<file path="src/rtl/dac_sample_sequencer_if.sv">
// rtl/dac_sample_sequencer_if.sv - sample stream and DAC controller handshake bundle
interface dac_sample_sequencer_if;
  logic [15:0] s_data;
  logic        s_valid;
  logic        s_ready;
  logic [15:0] ch_value;
  logic        enable;
  logic        busy;

  // master is the environment: upstream sample source plus the DAC controller
  modport master (output s_data, s_valid, busy, input s_ready, ch_value, enable);
  modport slave  (input s_data, s_valid, busy, output s_ready, ch_value, enable);
endinterface

</file>
<file path="src/rtl/dac_sample_sequencer.sv">
// rtl/dac_sample_sequencer.sv - paces buffered DAC codes into the DAC write controller
module dac_sample_sequencer #(
  parameter int DEPTH = 16,
  parameter int LVL_W = 5
) (
  input  logic                 clk,
  input  logic                 rst,
  input  logic                 run,
  input  logic [15:0]          rate_div,
  input  logic                 flush,
  input  logic                 clr_stats,
  dac_sample_sequencer_if.slave bus,
  output logic [LVL_W-1:0]     fifo_level,
  output logic [15:0]          underrun_cnt,
  output logic [15:0]          late_cnt
);
  localparam int AW = LVL_W - 1;

  typedef enum logic [1:0] {S_IDLE, S_REQ, S_XFER} state_t;

  state_t           state;
  state_t           state_next;
  logic             req_en;
  logic [15:0]      div_cnt;
  logic             tick;
  logic [15:0]      mem [DEPTH];
  logic [LVL_W-1:0] wr_ptr;
  logic [LVL_W-1:0] rd_ptr;
  logic             full;
  logic             empty;
  logic             push;
  logic             pop;
  logic             underrun_hit;
  logic             late_hit;
  logic [15:0]      ch_q;

  // A rate_div lowered below div_cnt lets the counter run round through 0xFFFF.
  assign tick = run && (div_cnt == rate_div);

  always_ff @(posedge clk or negedge rst) begin
    if (!rst) begin
      div_cnt <= '0;
    end else if (!run || tick) begin
      div_cnt <= '0;
    end else begin
      div_cnt <= div_cnt + 16'd1;
    end
  end

  // Pointers carry one extra bit so full and empty are distinguishable.
  assign fifo_level  = wr_ptr - rd_ptr;
  assign full        = (fifo_level == LVL_W'(DEPTH));
  assign empty       = (fifo_level == '0);
  assign bus.s_ready = !full;
  assign push        = bus.s_valid && !full && !flush;
  assign pop         = (state == S_IDLE) && tick && !empty;

  always_ff @(posedge clk) begin
    if (push) begin
      mem[wr_ptr[AW-1:0]] <= bus.s_data;
    end
  end

  always_ff @(posedge clk or negedge rst) begin
    if (!rst) begin
      wr_ptr <= '0;
      rd_ptr <= '0;
    end else if (flush) begin
      rd_ptr <= wr_ptr;
    end else begin
      if (push) wr_ptr <= wr_ptr + 1'b1;
      if (pop)  rd_ptr <= rd_ptr + 1'b1;
    end
  end

  always_ff @(posedge clk or negedge rst) begin
    if (!rst) begin
      state <= S_IDLE;
      ch_q  <= '0;
    end else begin
      state <= state_next;
      if (pop) ch_q <= mem[rd_ptr[AW-1:0]];
    end
  end

  always_comb begin
    state_next = state;
    req_en     = 1'b0;
    case (state)
      S_IDLE: if (pop) state_next = S_REQ;
      S_REQ: begin
        req_en = 1'b1;
        if (bus.busy) state_next = S_XFER;
      end
      S_XFER: if (!bus.busy) state_next = S_IDLE;
      default: state_next = S_IDLE;
    endcase
  end

  // enable decodes straight from state so an async reset drops it at once.
  assign bus.enable   = req_en;
  assign bus.ch_value = ch_q;

  assign underrun_hit = (state == S_IDLE) && tick && empty;
  assign late_hit     = (state != S_IDLE) && tick;

  always_ff @(posedge clk or negedge rst) begin
    if (!rst) begin
      underrun_cnt <= '0;
      late_cnt     <= '0;
    end else if (clr_stats) begin
      underrun_cnt <= '0;
      late_cnt     <= '0;
    end else begin
      if (underrun_hit && underrun_cnt != 16'hFFFF) underrun_cnt <= underrun_cnt + 16'd1;
      if (late_hit && late_cnt != 16'hFFFF)         late_cnt     <= late_cnt + 16'd1;
    end
  end
endmodule

</file>
<file path="src/flat_wrapper.sv">
// flat-port wrapper written by rule: the top's interface ports become plain ports
module dac_sample_sequencer_flat 
#(
  parameter int DEPTH = 16,
  parameter int LVL_W = 5
)
  (clk, rst, run, rate_div, flush, clr_stats, fifo_level, underrun_cnt, late_cnt, bus_s_data, bus_s_valid, bus_busy, bus_s_ready, bus_ch_value, bus_enable);
  dac_sample_sequencer_if bus_i ();
  input  logic clk;
  input  logic rst;
  input  logic run;
  input  logic [15:0] rate_div;
  input  logic flush;
  input  logic clr_stats;
  output logic [LVL_W-1:0] fifo_level;
  output logic [15:0] underrun_cnt;
  output logic [15:0] late_cnt;
  input wire logic [$bits(bus_i.s_data)-1:0] bus_s_data;
  input wire logic [$bits(bus_i.s_valid)-1:0] bus_s_valid;
  input wire logic [$bits(bus_i.busy)-1:0] bus_busy;
  output wire logic [$bits(bus_i.s_ready)-1:0] bus_s_ready;
  output wire logic [$bits(bus_i.ch_value)-1:0] bus_ch_value;
  output wire logic [$bits(bus_i.enable)-1:0] bus_enable;
  assign bus_i.s_data = bus_s_data;
  assign bus_i.s_valid = bus_s_valid;
  assign bus_i.busy = bus_busy;
  assign bus_s_ready = bus_i.s_ready;
  assign bus_ch_value = bus_i.ch_value;
  assign bus_enable = bus_i.enable;
  dac_sample_sequencer #(.DEPTH(DEPTH), .LVL_W(LVL_W)) u_core (.clk(clk), .rst(rst), .run(run), .rate_div(rate_div), .flush(flush), .clr_stats(clr_stats), .bus(bus_i), .fifo_level(fifo_level), .underrun_cnt(underrun_cnt), .late_cnt(late_cnt));
endmodule
</file>
<file path="config.mk">
export PLATFORM = sky130hd
export DESIGN_NAME = dac_sample_sequencer_flat
export DESIGN_NICKNAME = d
export VERILOG_FILES = /design/src/rtl/dac_sample_sequencer_if.sv /design/src/rtl/dac_sample_sequencer.sv /design/src/flat_wrapper.sv
export SDC_FILE = /design/constraint.sdc
export NUM_CORES = 1
export LEC_CHECK = 0
export ABC_AREA = 1
export BUFFER_PORTS_ARGS = -buffer_cell sky130_fd_sc_hd__buf_4
export CAP_MARGIN = 10
export CORE_UTILIZATION = 50
export CTS_CLUSTER_DIAMETER = 80
export DETAILED_ROUTE_END_ITERATION = 6
export GPL_TIMING_DRIVEN = 0
export PLACE_DENSITY = 0.7
export REMOVE_ABC_BUFFERS = 1
export SLEW_MARGIN = 20
export SYNTH_ARGS = -nofsm -noshare
export SYNTH_HDL_FRONTEND = slang
export SYNTH_SLANG_ARGS = --single-unit
</file>
<file path="constraint.sdc">
create_clock -name clk -period 3.4 [get_ports clk]
set_input_delay 0.34 -clock clk [delete_from_list [all_inputs] [get_ports clk]]
set_output_delay 0.34 -clock clk [all_outputs]
set_load 0.05 [all_outputs]
</file>
==> results.md <==
* Outcome: complete, no violations
* Die ar. at 0.0305 mm2
* Post-synthesis area per instance at 10.5 um2
* Vias in the first global route at 10900
* Die X at 175 um
* Per-cell routed wire length at 19.0 um
* Post-DP HPWL at 22.1 mm
* Largest net degree at the start of global routing at 99
* Power per cell area at 653 mW/mm2
* CP Launch Type: flop
* Worst rel slew slack at 35.8%
* Remaining Overflow, GRT at 0
* Setup slack after layout at 0.0455 ns
* Worst EP required at 3.61 ns
* CTS tree: yes
* Tightest Pin Transition at 0.961 ns
* Clk buf depth at 3
* H-Tree Depth at 2
* Core area at 0.0290 mm2
* Layout overhead on the synthesized area at 19.8%
* Pleak at 7.13 nW
* Die height at 175 um
* Seq/Total Area, Yosys at 64.4%
* Period utilisation layout at 98.7%
* Drt pass-1 iters at 7
* RSZ-0062 raised after global routing: yes
* FP Rows at 62
* Post-DR vias/cell at 5.64
* Setup Skew at 0.0167 ns
* Gr usage total at 24.8%
* Critical path fanouts, max at 49
* Hold crit path type: input port to flop
* Top_reg_cell synth: edfxtp_1
* Synth async-reset ratio at 22.9%
* Initial antenna violation count at 0
* I/O Buffers at 93
* Worst-path clk slew at 0.06 ns
* Synth warn at 0
* F_max at 298 MHz
* Crit Path Category: flop to flop
* Worst slack at placement at -2.39 ns
* Max-slew violations at 0
* Share of cells above drive strength 1 at 17.9%
* Clock sinks at 332
* Crit path DAT at 3.56 ns
* Clk_lat worst skew at 0.52 ns
* Final min period at 3.35 ns
* DRC viols at 0
* Global placer's final weighted congestion at 0.844
* Leading cell types in the layout, fill and taps excluded: edfxtp_1 (256), nor2_1 (243), nand2_1 (225)
* Maximum vdd drop at 0.432 mV
* Total Routed Length at 37.2 mm
* Final Setup Violations at 0
* Final count of hold timing violations at 0
* Vias at 11100
* TritonCTS buffer count at 36
* Fillers at 2289
* Max-Cap Viols at 0
* Crit. End Element: flop
* Commonest non-fill, non-tap cell in the layout: edfxtp_1
* First-iteration detailed-routing DRC count at 1069
* Nets at 1602
* Io pins at 94
* Setup TNS at 0 ns
* Cell Area, Synth at 0.0149 mm2
* First-pass GRT wire length at 58.5 mm
* Distinct cells, synth at 39
* Flop and latch count out of synthesis at 332
* Initial Util at 51.3%
* CTS root buffer: clkbuf_16
* Gate Count Post-Synth at 1423
* Routed Antenna Nets at 0
* Post-synth EDFFs at 256
* Antenna diode count at 0
layer usage:
metal | wire length (um) | GRT usage [%] | vias up
li1 | - | - | 5183
met1 | 15300 | 32.9 | 5286
met2 | 17500 | 40.6 | 485
met3 | 3010 | 4.51 | 110
met4 | 1430 | 9.89 | 0
met5 | 0 | 0 | -
worst max-delay path, stage by stage (launching register included):
cell and delay (ns):
dfrtp_4 0.59, buf_12 0.23, ha_1 0.25, fa_1 0.40, nand3b_1 0.20, nand2_1 0.09, nand2_1 0.05, nand2_1 0.08
inv_1 0.07, nand3_2 0.19, nand3_4 0.11, buf_12 0.19, nor3_4 0.29, buf_4 0.26
final timing paths:
check / from / end / slack, ns / cells past startpoint
max: u_core.rd_ptr[0] / u_core.mem[0][11] / 0.05 / 13
min: bus_s_data[12] / u_core.mem[13][12] / 0.11 / 1
max reg2reg: u_core.rd_ptr[0] / u_core.mem[0][11] / 0.05 / 13
min reg2reg: u_core.bus.ch_value[10] / u_core.bus.ch_value[10] / 0.49 / 2
max in group asynchronous: rst / u_core.rd_ptr[0] / 2.32 / 2
min in group asynchronous: rst / u_core.div_cnt[1] / 0.44 / 2
where the power goes:
part	internal [mW]	switching [mW]
Sequential	4.59	0.217
Combinational	0.849	2.00
Clock	2.40	1.58
final cells by class:
cell class              instances  area [um2]  area share [%]
multi-input cells             931        4820            27.1
clock inverters                25         283            1.59
well taps                     384         480            2.69
clock buffers                  40         916            5.14
flip-flops and latches        332        9600            53.8
inverters                      94         370            2.08
repair buffers                155        1360            7.60
state kept, by name, summed over array words and instances, names as in the netlist:
signal	count
u_core.mem	256
u_core.bus.ch_value	16
u_core.div_cnt	16
u_core.late_cnt	16
u_core.underrun_cnt	16
u_core.rd_ptr	5
u_core.wr_ptr	5
u_core.state	2
logic make-up (layout without fill, tap and decap cells):
logic type / count (synthesis) / in the layout / synth area share (%)
xor gates and xnor gates: 39 / 39 / 2.30
AOI/OAI and AO/OA: 247 / 247 / 8.93
DFF: 332 / 332 / 64.4
adders and majority gates: 13 / 13 / 1.14
and+or+nand+nor: 631 / 632 / 18.6
buffers and inverters: 161 / 314 / 4.62
cell usage after synthesis (3+ instances only):
| cell | instances | area [um2] |
|---|---|---|
| ha_1 | 12 | 150 |
| inv_1 | 77 | 289 |
| dfrtp_1 | 76 | 1900 |
| nand3_2 | 10 | 100 |
| o21ai_1 | 20 | 100 |
| o22ai_1 | 32 | 200 |
| buf_2 | 17 | 85.1 |
| nand2_1 | 225 | 845 |
| buf_6 | 3 | 33.8 |
| o211ai_1 | 16 | 120 |
| nand2_2 | 13 | 81.3 |
| nor3b_1 | 5 | 37.5 |
| o21ai_0 | 160 | 801 |
| a21oi_1 | 10 | 50.1 |
| xnor2_1 | 5 | 43.8 |
| clkbuf_1 | 41 | 154 |
| nand3_1 | 57 | 285 |
| nand4_1 | 33 | 206 |
| xor2_1 | 34 | 298 |
| nand2_4 | 3 | 33.8 |
| nor2_2 | 4 | 25.0 |
| clkinv_1 | 3 | 11.3 |
| edfxtp_1 | 256 | 7690 |
| buf_1 | 3 | 11.3 |
| nor3_1 | 29 | 145 |
| inv_2 | 13 | 48.8 |
| nor2_1 | 245 | 920 |
| a31oi_1 | 8 | 50.1 |
stage by stage:
stage / total power, mW / hold slack (ns) / util (%) / instance area [um2] / std cells
final: 11.6 / 0.106 / 61.4 / 17800 / 1961
after global routing: 12.1 / 0.0955 / 61.4 / 17800 / 1961
after CTS: 11.6 / 0.0886 / 61.3 / 17800 / 1959
after detailed placement: 7.46 / 0.483 / 56.0 / 16200 / 1871
after global placement: 7.29 / 0.474 / 54.2 / 15700 / 1833
after floorplan: 6.46 / 0.0444 / - / 14500 / 1356
what timing repair did:
action                                  CTS  global route
buffers inserted                         22             1
hold endpoints to repair                  0            76
pin swaps                                15             4
endpoints found under the setup margin  304           197
hold buffers                              0             1
gates cloned                              1             0
resized for setup                        24             7
Power figures use the tool's default switching activity.
